===== src/rtl/playbus_ram_responder.sv =====
// PlayBus level-1 RAM target: 2**ADDR_W x DATA_W register file behind a four-phase
// sel/ready handshake with WAIT_STATES wait cycles. Define PLAYBUS_ERR_EN to add the err port.
module playbus_ram_responder #(
    parameter int ADDR_W      = 3,
    parameter int DATA_W      = 4,
    parameter int WAIT_STATES = 1
) (
    input  logic              clk,
    input  logic              reset,
    input  logic              sel,
    input  logic              rd,
    input  logic              wr,
    input  logic [ADDR_W-1:0] addr,
    input  logic [DATA_W-1:0] data_in,
    output logic [DATA_W-1:0] data_out,
    output logic              data_oe,
`ifdef PLAYBUS_ERR_EN
    output logic              err,
`endif
    output logic              ready
);

    localparam int DEPTH = 2 ** ADDR_W;
    localparam logic [3:0] WS_LAST = (WAIT_STATES > 0) ? 4'(WAIT_STATES - 1) : 4'd0;

    typedef enum logic [1:0] {IDLE, WAIT, ACK, HOLD} state_t;
    typedef enum logic [1:0] {OP_RD, OP_WR, OP_ERR} op_t;

    state_t            state, state_nxt;
    op_t               op_q, op_nxt;
    logic [3:0]        cnt;
    logic [ADDR_W-1:0] addr_q;
    logic [DATA_W-1:0] data_q;
    logic              latch;
    logic              req_rd, req_wr;
    logic              commit;
    logic [ADDR_W-1:0] commit_addr;
    logic [DATA_W-1:0] commit_data;
    logic [DATA_W-1:0] mem [DEPTH];

    assign req_rd = sel & rd & ~wr;
    assign req_wr = sel & wr & ~rd;
`ifdef PLAYBUS_ERR_EN
    logic req_cf;
    assign req_cf = sel & rd & wr;
`endif

    always_comb begin
        state_nxt = state;
        op_nxt    = op_q;
        latch     = 1'b0;
        case (state)
            IDLE: begin
                if (req_rd || req_wr) begin
                    latch     = 1'b1;
                    op_nxt    = req_wr ? OP_WR : OP_RD;
                    state_nxt = (WAIT_STATES == 0) ? ACK : WAIT;
                end
`ifdef PLAYBUS_ERR_EN
                else if (req_cf) begin
                    latch     = 1'b1;
                    op_nxt    = OP_ERR;
                    state_nxt = ACK;
                end
`endif
            end
            WAIT: begin
                if (!sel)
                    state_nxt = IDLE;
                else if (cnt == WS_LAST)
                    state_nxt = ACK;
            end
            ACK:  state_nxt = HOLD;
            HOLD: begin
                if (!sel)
                    state_nxt = IDLE;
            end
            default: state_nxt = IDLE;
        endcase
    end

    // The write lands on the edge that enters ACK; with no wait states that is the
    // latching edge itself, so the live bus values are used instead of the latched ones.
    assign commit_addr = (state == IDLE) ? addr    : addr_q;
    assign commit_data = (state == IDLE) ? data_in : data_q;
    assign commit      = (state_nxt == ACK) && (state != ACK) && (op_nxt == OP_WR);

    always_ff @(posedge clk or posedge reset) begin
        if (reset) begin
            state  <= IDLE;
            op_q   <= OP_RD;
            cnt    <= 4'd0;
            addr_q <= '0;
            data_q <= '0;
        end else begin
            state <= state_nxt;
            op_q  <= op_nxt;
            if (latch) begin
                addr_q <= addr;
                data_q <= data_in;
            end
            if (state == WAIT && state_nxt == WAIT)
                cnt <= cnt + 4'd1;
            else
                cnt <= 4'd0;
        end
    end

    always_ff @(posedge clk or posedge reset) begin
        if (reset) begin
            for (int i = 0; i < DEPTH; i++)
                mem[i] <= '0;
        end else if (commit) begin
            mem[commit_addr] <= commit_data;
        end
    end

    // Bus-facing outputs are registered: they rise on the edge leaving ACK and
    // fall on the edge where HOLD sees sel low.
    always_ff @(posedge clk or posedge reset) begin
        if (reset) begin
            ready    <= 1'b0;
            data_oe  <= 1'b0;
            data_out <= '0;
        end else begin
            ready   <= (state == ACK) || (state == HOLD && sel);
            data_oe <= (state == ACK && op_q == OP_RD) || (state == HOLD && sel && data_oe);
            if (state == ACK && op_q == OP_RD)
                data_out <= mem[addr_q];
        end
    end

`ifdef PLAYBUS_ERR_EN
    always_ff @(posedge clk or posedge reset) begin
        if (reset)
            err <= 1'b0;
        else
            err <= (state == ACK && op_q == OP_ERR) || (state == HOLD && sel && err);
    end
`endif

endmodule


===== config.mk =====
export PLATFORM = sky130hd
export DESIGN_NAME = playbus_ram_responder
export DESIGN_NICKNAME = d
export VERILOG_FILES = /design/src/rtl/playbus_ram_responder.sv
export SDC_FILE = /design/constraint.sdc
export NUM_CORES = 1
export LEC_CHECK = 0
export CORE_MARGIN = 1.5
export CORE_UTILIZATION = 50
export CTS_CLUSTER_SIZE = 8
export DETAILED_ROUTE_END_ITERATION = 12
export GPL_ROUTABILITY_DRIVEN = 0
export PLACE_DENSITY = 0.69
export SYNTH_ARGS = -nofsm -noshare
export SYNTH_HDL_FRONTEND = slang
export SYNTH_SLANG_ARGS = --single-unit

===== constraint.sdc =====
create_clock -name clk -period 2.54 [get_ports clk]
set_input_delay 0.254 -clock clk [delete_from_list [all_inputs] [get_ports clk]]
set_output_delay 0.254 -clock clk [all_outputs]
set_load 0.02 [all_outputs]

# Word level (Yosys, flattened, before mapping)
# Index checks and enable logic that the tools add are counted.
# W data, S select, Z words.
# classes
bitwise_logic	8
n_reduce_logical	13
muxes	19
add_sub_neg	1
n_eq_ne	7
magnitude_cmp	3
# op_table
op	count
$bwmux W32	1
$mux W4	5
$bmux W4 S3	1
$demux W4 S3	1
$mux W2	6
$ge A4 B4 Y1 const B	2
$not A3 Y4	2
$pmux W2 S4	1
$logic_and A1 B1 Y1	7
$eq A2 B1 Y1 const B	3
$eq A2 B2 Y1 const B	3
$add A4 B1 Y4 const B	1
$and A1 B1 Y1	4
$logic_not A2 Y1	2
$logic_not A4 Y1	1
$lt A4 B1 Y1 const B	1
$logic_or A1 B1 Y1	3
$mux W1	3
$mux W3	1
$ne A2 B2 Y1 const B	1
$not A1 Y1	2
# totals
reg_bits	53
input_bits	12
out_inout_bits	6
wordCells	67

# Longest topological paths before layout
# depth
word_depth	8
mapped_depth	7
ltp_nobuf	7

# Least setup slack after synthesis
# Ideal clock, no wire load.
# synth_path
path_kind	flip-flop to flip-flop
startpoint	register cnt[0]
endpoint	register mem[0] (netlist name)
stages_incl_launch_ff	8
path_buffers	0
setup_slack_ps	513
setup_time_ps	125
t_arrival_ps	1902
required_time_ps	2415
period_less_slack_ps	2027
cell_sequence	dfrtp_1 -> inv_1 -> ha_1 -> or3b_4 -> nor4_4 -> nand4_1 -> nor2_2 -> mux2_2
# synth_via
elab_chain_len	7
# synth_rtl
item	line	text
from (decl)	31	logic [3:0] cnt;
from (signal assigned)	103	cnt <= cnt + 4'd1;
$logic_not A4 Y1	70	else if (cnt == WS_LAST)
$mux W2	70	
$mux W2	68	if (!sel)
$pmux W2 S4	52	case (state)
$eq A2 B2 Y1	86	assign commit = (state_nxt == ACK) && (state != ACK) && (op_nxt == OP_WR);
$logic_and A1 B1 Y1 (2 in series)	86	
to (signal, indexed assignment)	114	mem[commit_addr] <= commit_data;
to (decl)	39	logic [DATA_W-1:0] mem [DEPTH];
# Every way passes these cells.
# A chain may end at the register's enable or synchronous reset.

# Worst setup path after layout
# layout_path
startpoint	register cnt[0]
endpoint	register mem[3] (netlist name)
# The elaborated chain is that of the path after synthesis.

==> results.yml <==
run_status:
  outcome: "finished, final reports clean"
floorplan:
  core_um2: 5070
  placementRows: 26
  ios: 18
  die_area_um2: 5700
  die_y_um: 75.5
  start_util_pct: 51.8
  dieWidth_um: 75.5
timing:
  fmax_ghz: 0.443
  finalCritPeriodShare_pct: 88.9
  rsz0062_at_grt: "no"
  fin_skew_ps: 7.53
  setup-violations-final: 0
  slew_headroom_pct: 48.0
  maxSlewViolCount: 0
  fin_hold_ws_ps: 438
  worst_pin_slew_ps: 778
  fin_crit_ps: 2260
  final.setup.tns_ps: 0
  hold_violations: 0
clocking:
  ctsResizeCount: 0
  max-clock-path-buffers: 2
  clk_pin_slew_ps: 90
  cts-root-buf: "clkbuf_8"
  post_cts_buffers: 0
  hold_buffers: 0
  cts_buffers: 5
  cts.sinks: 53
  clk_latency_ps: 300
  htree_levels: 2
  cts_tree: "yes"
worst_setup_path:
  required_ps: 2730
  cp-start-kind: "flop"
  reg2reg_depth: 7
  path_cells: "inv_1 -> ha_1 -> or3b_4 -> nor4_4 -> nand4_1 -> nor2_2 -> mux2_2"
  slowest_stage: "dfrtp_1"
  slowest_delay_ps: 420
  cp-end-kind: "flop"
  path_max_fanout: 4
  cp_data_arrival_time_ps: 2450
  critPathKind: "flop to flop"
synth:
  ys_ff_latch: 53
  synth_top_area_share_pct: 50.4
  yosys.area_share.simple_pct: 12.7
  yosysWarnings: 0
  yosys-mux-area-fraction_pct: 29.3
  synth_compound_area_share_pct: 3.47
  synth_area_leaders: "dfrtp_1 50%, mux2_2 13%, mux2_4 6.9%"
  synth_xor_area_share_pct: 0.999
  avgSynthCellArea_um2: 14.5
  synth_fp_nets: 196
  synthAdderAreaFrac_pct: 0.951
  synth_top_family_by_area: "multiplexers"
  synth_cells: 182
  synth_cell_types: 38
  synth_area_um2: 2630
  ys_seq_area_share_pct: 50.4
  synth_top_cell_by_area: "dfrtp_1"
routing:
  drt_iter0_drc: 42
  totalWireLength_um: 5090
  drt_pass1_iterations: 4
  vias_per_cell: 5.59
  drc_errors: 0
  wl_per_cell_um: 18.4
  antenna_left: 0
  num_vias: 1542
layout:
  fin_util_pct: 58.9
  n_antenna_cell: 0
  fin_nets: 219
  area_growth_pct: 13.6
  layout-drive-gt1-share_pct: 38.3
  n_fill_cell: 408
  stdcell_count: 276
pwr:
  p_leak_uw: 0.00134
  seqPwrFrac_pct: 44.7
  peakVddDrop_mv: 0.407
  swShare_pct: 36.9
  combPwrFrac_pct: 37.5
  powerDensity_nw_per_um2: 899
  clkPwrFrac_pct: 17.8
  netSwitchingPower_uw: 990
  p_int_uw: 1700
grt:
  first_global_vias: 1696
  track_usage_pct: 20.5
  grt_max_degree: 54
  overflow: 0
  grt_pass1_wl_um: 8500
  antenna_found_initial: 0
hold_path:
  worst_hold_path_type: "input pin to async pin"
place:
  hpwl_um: 3730
  port_buffers: 17
  dp_cells: 268
run:
  max_cap_viol_count: 0
kinds of logic after synthesis:
group           count (synthesis)
buf+inv                        13
flops                          53
xor+xnor                        3
fa+ha+maj                       2
mux                            57
compound gates                 13
simple gates                   41
power by group through the flow:
stage / logic, µW / registers (µW) / clock network (µW)
finish: 1010 / 1200 / 478
global route: 1090 / 1220 / 523
CTS: 1010 / 1200 / 493
detailed placement: 1010 / 1220 / 0
global placement: 992 / 1200 / 0
floorplan: 733 / 1160 / 0
registers in the layout, summed over array words and instances, names as in the netlist:
signal and flops:
addr_q 3, cnt 4, data_oe 1, data_out 4, data_q 4, mem 32
op_q 2, ready 1, state 2
stage by stage:
stage,power [µW],worst slack (ps),area [µm²]
after floorplan,1890,513,2630
after global placement,2200,393,2900
after detailed placement,2230,300,2900
after CTS,2710,292,2990
after global routing,2840,145,2990
final,2690,282,2990
cell type report:
class	count	area, µm²	share of cell area (%)
Clock buffer	5	68.8	2.30
Multi-Input combinational cell	116	1250	41.7
Inverter	6	22.5	0.754
Sequential cell	53	1330	44.4
Timing Repair Buffer	23	215	7.20
Tap cell	70	87.6	2.93
Clock inverter	3	21.3	0.712
cell usage in the layout, fill, tap and decap left out, drive strengths merged, types with 3 or more instances in the layout:
| cell type | Yosys | routed |
|---|---|---|
| a21oi | 6 | 6 |
| buf | 6 | 6 |
| clkbuf | 1 | 5 |
| clkdlybuf4s50 | 0 | 17 |
| dfrtp | 53 | 53 |
| inv | 6 | 7 |
| mux2 | 43 | 43 |
| mux2i | 6 | 6 |
| mux4 | 8 | 8 |
| nand2 | 3 | 3 |
| nand3 | 8 | 8 |
| nor2 | 12 | 12 |
| nor3b | 3 | 3 |
| nor4b | 4 | 4 |
| o21a | 3 | 3 |
cells in the mapped netlist:
master,n
nand3_1,2
ha_1,2
buf_4,1
o21ai_0,1
nor4b_2,1
mux2i_1,6
mux2_2,30
mux2_4,12
a31oi_1,1
buf_2,4
xor2_1,2
nor2_2,2
mux4_2,8
or3_1,1
inv_1,6
nor3b_1,3
dfrtp_1,53
a21oi_1,6
nor2b_1,2
and2_1,1
o22a_4,1
nor3_1,1
and2_4,1
nand3_4,6
o21a_1,3
nand4_1,1
a41o_1,1
mux2_1,1
nand2_1,3
nor2_1,10
xnor2_1,1
or3b_4,1
buf_1,1
nor4b_1,3
clkbuf_1,1
and2b_4,1
nor4_4,1
nor4_1,1
path summary, 6_finish.rpt:
| check | to | from | slack [ps] |
|---|---|---|---|
| min in group clk | cnt[0] | cnt[0] | 500 |
| max in group asynchronous | mem[0] | reset | 1670 |
| worst min register to register | cnt[0] | cnt[0] | 500 |
| worst min-delay path | data_out[0] | reset | 440 |
| worst max register to register | mem[3] | cnt[0] | 280 |
| worst max-delay path | mem[3] | cnt[0] | 280 |
layer usage:
metal / vias to the layer above / part of all wire, % / GRT usage (%)
met5: - / 0 / 0
met4: 0 / 2.2 / 8.13
met3: 11 / 2.8 / 4.37
met2: 23 / 51 / 34.0
met1: 801 / 44 / 26.3
li1: 707 / - / -
worst max-delay path, delay by kind of cell, from the launching register on:
family,cells,cell delay (ps)
buffers and inverters,1,70
adder cells (fa/ha/maj),1,160
flip-flops,1,420
multiplexers,1,370
AND/OR/NAND/NOR,4,1130
Note: power is estimated with default switching activity, not from simulation.
